## config.mk

```make
export PLATFORM = sky130hd
export DESIGN_NAME = mem_bridge_flat
export DESIGN_NICKNAME = d
export VERILOG_FILES = /design/src/rtl/mem_bridge_pkg.sv /design/src/rtl/mem_bridge_if.sv /design/src/rtl/mem_bridge_word_cache.sv /design/src/rtl/mem_bridge.sv /design/src/flat_wrapper.sv
export SDC_FILE = /design/constraint.sdc
export NUM_CORES = 1
export LEC_CHECK = 0
export BUFFER_PORTS_ARGS = -buffer_cell sky130_fd_sc_hd__buf_2
export CORE_ASPECT_RATIO = 0.75
export CORE_UTILIZATION = 44
export CTS_CLUSTER_DIAMETER = 50
export DETAILED_ROUTE_END_ITERATION = 12
export GPL_TIMING_DRIVEN = 0
export PLACE_DENSITY = 0.74
export SYNTH_ARGS = -nofsm -noshare
export SYNTH_HDL_FRONTEND = slang
export SYNTH_SLANG_ARGS = --single-unit
```

## constraint.sdc

```tcl
create_clock -name ph1 -period 1.65 [get_ports ph1]
set_clock_uncertainty 0.05 [all_clocks]
set_input_delay 0.33 -clock ph1 [delete_from_list [all_inputs] [get_ports ph1]]
set_output_delay 0.33 -clock ph1 [all_outputs]
set_load 0.01 [all_outputs]
```

## src/rtl/mem_bridge_pkg.sv

```systemverilog
// ============================================================================
// Module      : mem_bridge_pkg
// Description : Shared widths, byte-select constants and FSM state encoding
//               for the core-to-byte-wide-memory bridge.
// Revision    : 1.0 - initial release
// ============================================================================
`default_nettype none

package mem_bridge_pkg;

    localparam int DEF_ADR_W = 8;
    localparam int DEF_LO_W  = 8;
    localparam int DEF_HI_W  = 7;

    // Byte-select suffix appended to the core word address
    localparam logic LO_BYTE = 1'b0;
    localparam logic HI_BYTE = 1'b1;

    typedef enum logic [2:0] {
        IDLE  = 3'd0,
        RD_LO = 3'd1,
        RD_HI = 3'd2,
        WR    = 3'd3,
        RESP  = 3'd4
    } state_t;

endpackage

`default_nettype wire

```

## src/rtl/mem_bridge_if.sv

```systemverilog
// ============================================================================
// Module      : mem_bridge_if
// Description : Core-side request port plus byte-wide external memory
//               req/ack port. slave = bridge view, master = environment view.
// Revision    : 1.0 - initial release
// ============================================================================
`default_nettype none

interface mem_bridge_if
    import mem_bridge_pkg::*;
#(
    parameter int ADR_W = DEF_ADR_W,
    parameter int LO_W  = DEF_LO_W,
    parameter int HI_W  = DEF_HI_W
) ();

    logic                 CoreReq;
    logic                 CoreWrite;
    logic [ADR_W-1:0]     CoreAdr;
    logic [LO_W-1:0]      CoreWData;
    logic                 CoreAck;
    logic [HI_W+LO_W-1:0] CoreRData;

    logic                 ExtReq;
    logic                 ExtWE;
    logic [ADR_W:0]       ExtAdr;
    logic [LO_W-1:0]      ExtWData;
    logic                 ExtAck;
    logic [LO_W-1:0]      ExtRData;

    modport slave (
        input  CoreReq, CoreWrite, CoreAdr, CoreWData, ExtAck, ExtRData,
        output CoreAck, CoreRData, ExtReq, ExtWE, ExtAdr, ExtWData
    );

    modport master (
        output CoreReq, CoreWrite, CoreAdr, CoreWData, ExtAck, ExtRData,
        input  CoreAck, CoreRData, ExtReq, ExtWE, ExtAdr, ExtWData
    );

endinterface

`default_nettype wire

```

## src/rtl/mem_bridge_word_cache.sv

```systemverilog
// ============================================================================
// Module      : word_cache
// Description : One-entry last-read-word cache: combinational lookup,
//               fill on completed read, low-byte update on matching write.
// Revision    : 1.0 - initial release
// ============================================================================
`default_nettype none

module word_cache #(
    parameter int ADR_W  = 8,
    parameter int LO_W   = 8,
    parameter int DATA_W = 15
) (
    input  wire logic              ph1,
    input  wire logic              reset,
    input  wire logic [ADR_W-1:0]  lookup_adr,
    output logic                   hit,
    output logic [DATA_W-1:0]      rdata,
    input  wire logic              fill_en,
    input  wire logic [ADR_W-1:0]  fill_adr,
    input  wire logic [DATA_W-1:0] fill_data,
    input  wire logic              upd_en,
    input  wire logic [ADR_W-1:0]  upd_adr,
    input  wire logic [LO_W-1:0]   upd_byte
);

    logic              valid_q, valid_d;
    logic [ADR_W-1:0]  tag_q,   tag_d;
    logic [DATA_W-1:0] data_q,  data_d;

    assign hit   = valid_q && (tag_q == lookup_adr);
    assign rdata = data_q;

    always_comb begin
        valid_d = valid_q;
        tag_d   = tag_q;
        data_d  = data_q;
        if (fill_en) begin
            valid_d = 1'b1;
            tag_d   = fill_adr;
            data_d  = fill_data;
        end else if (upd_en && valid_q && (tag_q == upd_adr)) begin
            data_d[LO_W-1:0] = upd_byte;
        end
    end

    always_ff @(posedge ph1 or negedge reset) begin
        if (!reset) begin
            valid_q <= 1'b0;
            tag_q   <= '0;
            data_q  <= '0;
        end else begin
            valid_q <= valid_d;
            tag_q   <= tag_d;
            data_q  <= data_d;
        end
    end

endmodule

`default_nettype wire

```

## src/rtl/mem_bridge.sv

```systemverilog
// ============================================================================
// Module      : mem_bridge
// Description : Splits core word reads into two byte transactions and core
//               writes into one, over a registered req/ack byte bus.
//               Optional last-word cache: MEM_BRIDGE_LAST_WORD_CACHE_EN.
// Revision    : 1.0 - initial release
// ============================================================================
`default_nettype none

module mem_bridge
    import mem_bridge_pkg::*;
#(
    parameter int ADR_W = DEF_ADR_W,
    parameter int LO_W  = DEF_LO_W,
    parameter int HI_W  = DEF_HI_W
) (
    input  wire logic   ph1,
    input  wire logic   reset,
    mem_bridge_if.slave bus
);

    localparam int DATA_W = HI_W + LO_W;

    state_t            state_q,     state_d;
    logic              ext_req_q,   ext_req_d;
    logic              ext_we_q,    ext_we_d;
    logic [ADR_W:0]    ext_adr_q,   ext_adr_d;
    logic [LO_W-1:0]   ext_wdata_q, ext_wdata_d;
    logic              core_ack_q,  core_ack_d;
    logic [DATA_W-1:0] core_rdata_q, core_rdata_d;
    logic [LO_W-1:0]   lo_buf_q,    lo_buf_d;

    logic              ext_done;
    logic [DATA_W-1:0] read_word;
    logic              cache_hit;
    logic [DATA_W-1:0] cache_word;

    // ExtAck only counts while our request is actually on the bus
    assign ext_done  = ext_req_q && bus.ExtAck;
    assign read_word = {bus.ExtRData[HI_W-1:0], lo_buf_q};

`ifdef MEM_BRIDGE_LAST_WORD_CACHE_EN
    word_cache #(
        .ADR_W  (ADR_W),
        .LO_W   (LO_W),
        .DATA_W (DATA_W)
    ) u_word_cache (
        .ph1        (ph1),
        .reset      (reset),
        .lookup_adr (bus.CoreAdr),
        .hit        (cache_hit),
        .rdata      (cache_word),
        .fill_en    ((state_q == RD_HI) && ext_done),
        .fill_adr   (bus.CoreAdr),
        .fill_data  (read_word),
        .upd_en     ((state_q == WR) && ext_done),
        .upd_adr    (bus.CoreAdr),
        .upd_byte   (ext_wdata_q)
    );
`else
    assign cache_hit  = 1'b0;
    assign cache_word = '0;
`endif

    always_comb begin
        state_d      = state_q;
        ext_req_d    = ext_req_q;
        ext_we_d     = ext_we_q;
        ext_adr_d    = ext_adr_q;
        ext_wdata_d  = ext_wdata_q;
        core_ack_d   = 1'b0;
        core_rdata_d = core_rdata_q;
        lo_buf_d     = lo_buf_q;

        unique case (state_q)
            IDLE: begin
                if (bus.CoreReq) begin
                    if (bus.CoreWrite) begin
                        state_d     = WR;
                        ext_req_d   = 1'b1;
                        ext_we_d    = 1'b1;
                        ext_adr_d   = {bus.CoreAdr, LO_BYTE};
                        ext_wdata_d = bus.CoreWData;
                    end else if (cache_hit) begin
                        state_d      = RESP;
                        core_ack_d   = 1'b1;
                        core_rdata_d = cache_word;
                    end else begin
                        state_d   = RD_LO;
                        ext_req_d = 1'b1;
                        ext_we_d  = 1'b0;
                        ext_adr_d = {bus.CoreAdr, LO_BYTE};
                    end
                end
            end
            RD_LO: begin
                if (ext_done) begin
                    state_d   = RD_HI;
                    lo_buf_d  = bus.ExtRData;
                    ext_adr_d = {bus.CoreAdr, HI_BYTE};
                end
            end
            RD_HI: begin
                if (ext_done) begin
                    state_d      = RESP;
                    ext_req_d    = 1'b0;
                    core_ack_d   = 1'b1;
                    core_rdata_d = read_word;
                end
            end
            WR: begin
                if (ext_done) begin
                    state_d    = RESP;
                    ext_req_d  = 1'b0;
                    ext_we_d   = 1'b0;
                    core_ack_d = 1'b1;
                end
            end
            RESP: begin
                state_d = IDLE;
            end
            default: begin
                state_d   = IDLE;
                ext_req_d = 1'b0;
                ext_we_d  = 1'b0;
            end
        endcase
    end

    always_ff @(posedge ph1 or negedge reset) begin
        if (!reset) begin
            state_q      <= IDLE;
            ext_req_q    <= 1'b0;
            ext_we_q     <= 1'b0;
            ext_adr_q    <= '0;
            ext_wdata_q  <= '0;
            core_ack_q   <= 1'b0;
            core_rdata_q <= '0;
            lo_buf_q     <= '0;
        end else begin
            state_q      <= state_d;
            ext_req_q    <= ext_req_d;
            ext_we_q     <= ext_we_d;
            ext_adr_q    <= ext_adr_d;
            ext_wdata_q  <= ext_wdata_d;
            core_ack_q   <= core_ack_d;
            core_rdata_q <= core_rdata_d;
            lo_buf_q     <= lo_buf_d;
        end
    end

    assign bus.ExtReq    = ext_req_q;
    assign bus.ExtWE     = ext_we_q;
    assign bus.ExtAdr    = ext_adr_q;
    assign bus.ExtWData  = ext_wdata_q;
    assign bus.CoreAck   = core_ack_q;
    assign bus.CoreRData = core_rdata_q;

endmodule

`default_nettype wire
```

## src/flat_wrapper.sv

```systemverilog
// flat-port wrapper written by rule: the top's interface ports become plain ports
module mem_bridge_flat import mem_bridge_pkg::*;
#(
    parameter int ADR_W = DEF_ADR_W,
    parameter int LO_W  = DEF_LO_W,
    parameter int HI_W  = DEF_HI_W
)
  (ph1, reset, bus_CoreReq, bus_CoreWrite, bus_CoreAdr, bus_CoreWData, bus_ExtAck, bus_ExtRData, bus_CoreAck, bus_CoreRData, bus_ExtReq, bus_ExtWE, bus_ExtAdr, bus_ExtWData);
  mem_bridge_if #(.ADR_W(ADR_W), .LO_W(LO_W), .HI_W(HI_W)) bus_i ();
  input  wire logic ph1;
  input  wire logic reset;
  input wire logic [$bits(bus_i.CoreReq)-1:0] bus_CoreReq;
  input wire logic [$bits(bus_i.CoreWrite)-1:0] bus_CoreWrite;
  input wire logic [$bits(bus_i.CoreAdr)-1:0] bus_CoreAdr;
  input wire logic [$bits(bus_i.CoreWData)-1:0] bus_CoreWData;
  input wire logic [$bits(bus_i.ExtAck)-1:0] bus_ExtAck;
  input wire logic [$bits(bus_i.ExtRData)-1:0] bus_ExtRData;
  output wire logic [$bits(bus_i.CoreAck)-1:0] bus_CoreAck;
  output wire logic [$bits(bus_i.CoreRData)-1:0] bus_CoreRData;
  output wire logic [$bits(bus_i.ExtReq)-1:0] bus_ExtReq;
  output wire logic [$bits(bus_i.ExtWE)-1:0] bus_ExtWE;
  output wire logic [$bits(bus_i.ExtAdr)-1:0] bus_ExtAdr;
  output wire logic [$bits(bus_i.ExtWData)-1:0] bus_ExtWData;
  assign bus_i.CoreReq = bus_CoreReq;
  assign bus_i.CoreWrite = bus_CoreWrite;
  assign bus_i.CoreAdr = bus_CoreAdr;
  assign bus_i.CoreWData = bus_CoreWData;
  assign bus_i.ExtAck = bus_ExtAck;
  assign bus_i.ExtRData = bus_ExtRData;
  assign bus_CoreAck = bus_i.CoreAck;
  assign bus_CoreRData = bus_i.CoreRData;
  assign bus_ExtReq = bus_i.ExtReq;
  assign bus_ExtWE = bus_i.ExtWE;
  assign bus_ExtAdr = bus_i.ExtAdr;
  assign bus_ExtWData = bus_i.ExtWData;
  mem_bridge #(.ADR_W(ADR_W), .LO_W(LO_W), .HI_W(HI_W)) u_core (.ph1(ph1), .reset(reset), .bus(bus_i));
endmodule
```

# Yosys cells after proc, flatten, opt, wreduce, memory -nomap -nowiden
# Cells that the tools add are included.
# classes
div_mod_pow	0
mux	16
multipliers	0
n_reduce_logical	13
bitwise	2
n_addsub	0
eq_ne	8
n_shift	0
n_lt_le_gt_ge	0
# ops
operator	count
9-bit 2-to-1 mux	2
9-bit one-hot mux with 2 select lines	1
3-bit AND reduction	5
3-bit 2-to-1 mux	3
3-bit one-hot mux with 3 select lines	1
3-bit by 2-bit equality test with 1-bit output (second input constant)	2
1-bit 2-to-1 mux	6
2-bit by 1-bit != test with 1-bit output (second input constant)	3
1-bit one-hot mux with 3 select lines	2
2-bit AND reduction	2
2-bit OR reduction	2
3-bit by 1-bit equality test with 1-bit output (second input constant)	1
3-bit equality test (second input constant)	1
3-bit zero test	1
3-bit OR reduction	1
2-bit 2-to-1 mux	1
2-bit != test (second input constant)	1
1-bit inverter	2
2-bit nonzero test	1
1-bit logical AND	1
# totals
regBits	46
latch_bits	0
romBits	0
elab_cells	47
output_inout_bits	35
mem_bits_rw	0
mem_count	0

# Logic depth before layout (Yosys ltp)
# logic_depth
ltp_word	4
ltp_mapped	5
ltp_nobuf	3

# Least setup slack after synthesis
# No wires, ideal clock.
# synth_timing
path_kind	reg2reg
from	register u_core.state_q[2]
to	register u_core.core_rdata_q[10], in the netlist u_core.bus.CoreRData[10]
period_less_slack_ps	1634
required_ps	1475
stages_incl_launch_ff	6
slack_ps	16
arrival_ps	1459
path_cell_list	dfrtp_1 -> buf_6 -> nand3b_4 -> nor3b_4 -> buf_6 -> mux2_2
# synth_via
elab_chain_len	2
# synth_lines
element	line	source
start, declared	mem_bridge.sv:24	state_t state_q, state_d;
start signal, assigned	mem_bridge.sv:141	state_q <= state_d;
3-bit by 2-bit equality test with 1-bit output	mem_bridge.sv:75	unique case (state_q)
2-bit AND reduction (no source line)	-	
end signal, assigned	mem_bridge.sv:147	core_rdata_q <= core_rdata_d;
end, declared	mem_bridge.sv:30	logic [DATA_W-1:0] core_rdata_q, core_rdata_d;
# No other way between the ends.
# A chain may end at the register's enable or synchronous reset.

# Final worst setup path
# layout_timing
from	register u_core.state_q[2]
to	register u_core.core_rdata_q[4], in the netlist u_core.bus.CoreRData[4]
# Same word-level chain as after synthesis.

==> impl_metrics.ini <==
[synthesis]
syn_inst = 115
ys_types = 25
syn_area_per_cell_um2 = 16.1
synth_area_leader_cell = dfrtp_1
synth.cell_area_mm2 = 0.00185
synth-seq-area-share_pct = 62.2
syn-num-nets = 144
synth-seq-cells = 46
yosysWarnings = 0
yosysTopAreaCellShare_pct = 62.2
synth_area_leaders = dfrtp_1, mux2_2, nor3b_4, buf_6, nand3b_4

[sta]
maxSlewViolCount = 0
tightest_slew_ns = 0.971
timing.fmax_ghz = 0.611
period_share_pct = 99.1
grt_setup_unrepaired = true
final_hold_viol_count = 0
fin_setup_tns_ns = 0
period_needed_ns = 1.64
setup_viol = 0
slew_headroom_pct = 35.3

[run]
maxCapViolations = 0

[place]
dp_hpwl_mm = 2.45
portBuffers = 63
gp_congestion = 0.768

[detailed_routing]
vias = 1225
firstDrtPassIters = 4
totalWireLength_mm = 3.64
drt-vias-per-instance = 4.96
final_antenna_net_count = 0
routedWlPerCell_um = 14.7
initialDrtViolationCount = 52
drcViolationCount = 0

[global_route]
grt_max_degree = 47
grt_overflow = 0
grt_pass1_wl_mm = 5.55
antenna_found_initial = 0
grt_pass1_vias = 1201
track_usage_pct = 16.5

[layout]
areaGrowthSynthToFinish_pct = 32.4
seqCellArea_mm2 = 0.00115
diodes = 0
nFillCells = 325
final_cell_mix = buf_2, dfrtp_1, mux2_2
layout-drive-gt1-share_pct = 66.1
fin_nets = 220
multi_input_area_um2 = 704
final_common_cell = buf_2

[power]
power_density_mw_per_mm2 = 1940
total_power_w = 0.00475
p_leak_nw = 1.22
ir_drop_v = 0.000772

[hold_path]
min_path_type = input port to asynchronous set/reset pin

[worst_setup_path]
crit_required_ns = 1.77
start_kind = flop
worstPathArrival_ns = 1.75
critical_path_class = flop to flop
cp_max_fo = 5
crit_path_end_kind = flop

[die]
io_pins = 64
initial_core_util_pct = 45.9
die-area_mm2 = 0.00447
die_w_um = 76.9
chipHeight_um = 58.1
fp.coreArea_mm2 = 0.00403
num_rows = 20

[cts]
cts_hold_buffers = 0
clock_path_buffers = 2
clkTransAtPathRegs_ns = 0.08
cts_tree = yes
cts_sinks = 46
ctsRootBufferMaster = clkbuf_8
clock_latency_ns = 0.29
cts_buffers = 5
htreeDepth = 2

[run_status]
outcome = completed
## layer usage
| layer | global-route usage (%) | part of all wire, % | vias up |
|---|---|---|---|
| li1 | - | - | 566 |
| met1 | 19.9 | 44 | 613 |
| met2 | 29.2 | 51 | 44 |
| met3 | 5.20 | 5.3 | 2 |
| met4 | 3.57 | 0.14 | 0 |
| met5 | 0 | 0 | - |
## flip-flops by register name, summed over array words and instances, names as in the netlist
signal and count:
u_core.bus.CoreAck 1, u_core.lo_buf_q 8, u_core.bus.ExtReq 1, u_core.state_q 3, u_core.bus.ExtWData 8, u_core.bus.CoreRData 15, u_core.bus.ExtWE 1, u_core.bus.ExtAdr 9
## worst max-delay path, stage by stage, from the launching register on
cell	delay, ns
dfrtp_1	0.39
buf_6	0.13
nand3b_4	0.17
nor3b_4	0.28
buf_6	0.19
mux2_4	0.30
## through the flow
stage / instance area (um2) / hold slack, ns / instances / utilization, % / setup slack, ns
final: 2450 / 0.144 / 247 / 60.8 / 0.0145
after global routing: 2450 / 0.205 / 247 / 60.8 / -0.0723
after CTS: 2350 / 0.183 / 244 / 58.3 / -0.0271
after detailed placement: 2230 / 0.416 / 233 / 55.4 / -0.178
after global placement: 2230 / 0.409 / 233 / 55.4 / -0.106
after floorplan: 1850 / -0.0156 / 115 / - / 0.0162
## where the power goes
group	leakage [nW]	switching [W]	internal, W
Combinational	0.618	0.000878	0.00119
Sequential	0.557	0.000309	0.00168
Clock	0.0482	0.000349	0.000338
## synth_stat cells
master / n
a211oi_1: 1
a211o_1: 1
buf_6: 3
and3_2: 1
a21o_1: 1
o31ai_1: 1
nand2_1: 1
dfrtp_1: 46
mux2i_1: 1
buf_4: 1
nand4_1: 1
o21ai_4: 1
nor2b_1: 1
mux2_2: 39
a22oi_1: 1
and3_1: 1
a311oi_1: 1
nand3b_4: 1
nor3b_1: 2
inv_1: 1
nor2b_2: 1
buf_2: 1
nor3b_4: 2
a31o_2: 1
nor2_1: 4
## cell type report
class / count / share of cell area [%]
multi-input combinational: 63 / 28.8
clock inverter: 1 / 0.204
tap: 55 / 2.81
sequential: 46 / 47.0
timing repair buffer: 69 / 15.5
clock buffer: 7 / 3.53
inverter: 1 / 0.153
buffer: 5 / 1.99
## final timing paths
path                                           end                  from  cells past startpoint  slack [ns]
max                        u_core.bus.CoreRData[4]     u_core.state_q[2]                      5        0.01
min                           u_core.bus.ExtAdr[8]                 reset                      1        0.14
max reg2reg                u_core.bus.CoreRData[4]     u_core.state_q[2]                      5        0.01
min reg2reg                   u_core.bus.ExtAdr[0]  u_core.bus.ExtAdr[0]                      1        0.43
max in group asynchronous       u_core.lo_buf_q[2]                 reset                      1        0.80
min in group ph1            u_core.bus.ExtWData[7]      bus_CoreWData[7]                      2        0.22
## cells by family after synthesis
kind of cell | share of synthesized area (%)
mux | 24.3
buf+inv | 2.71
flops | 62.2
simple gates | 6.83
compound gates | 3.93
## timing repair
item,4_1_cts,5_1_grt
gates resized for setup,1,19
cloned,0,1
setup endpoints to repair,29,31
setup buffers,3,2
pin swaps,2,2
Note: power is estimated with default switching activity, not from simulation.
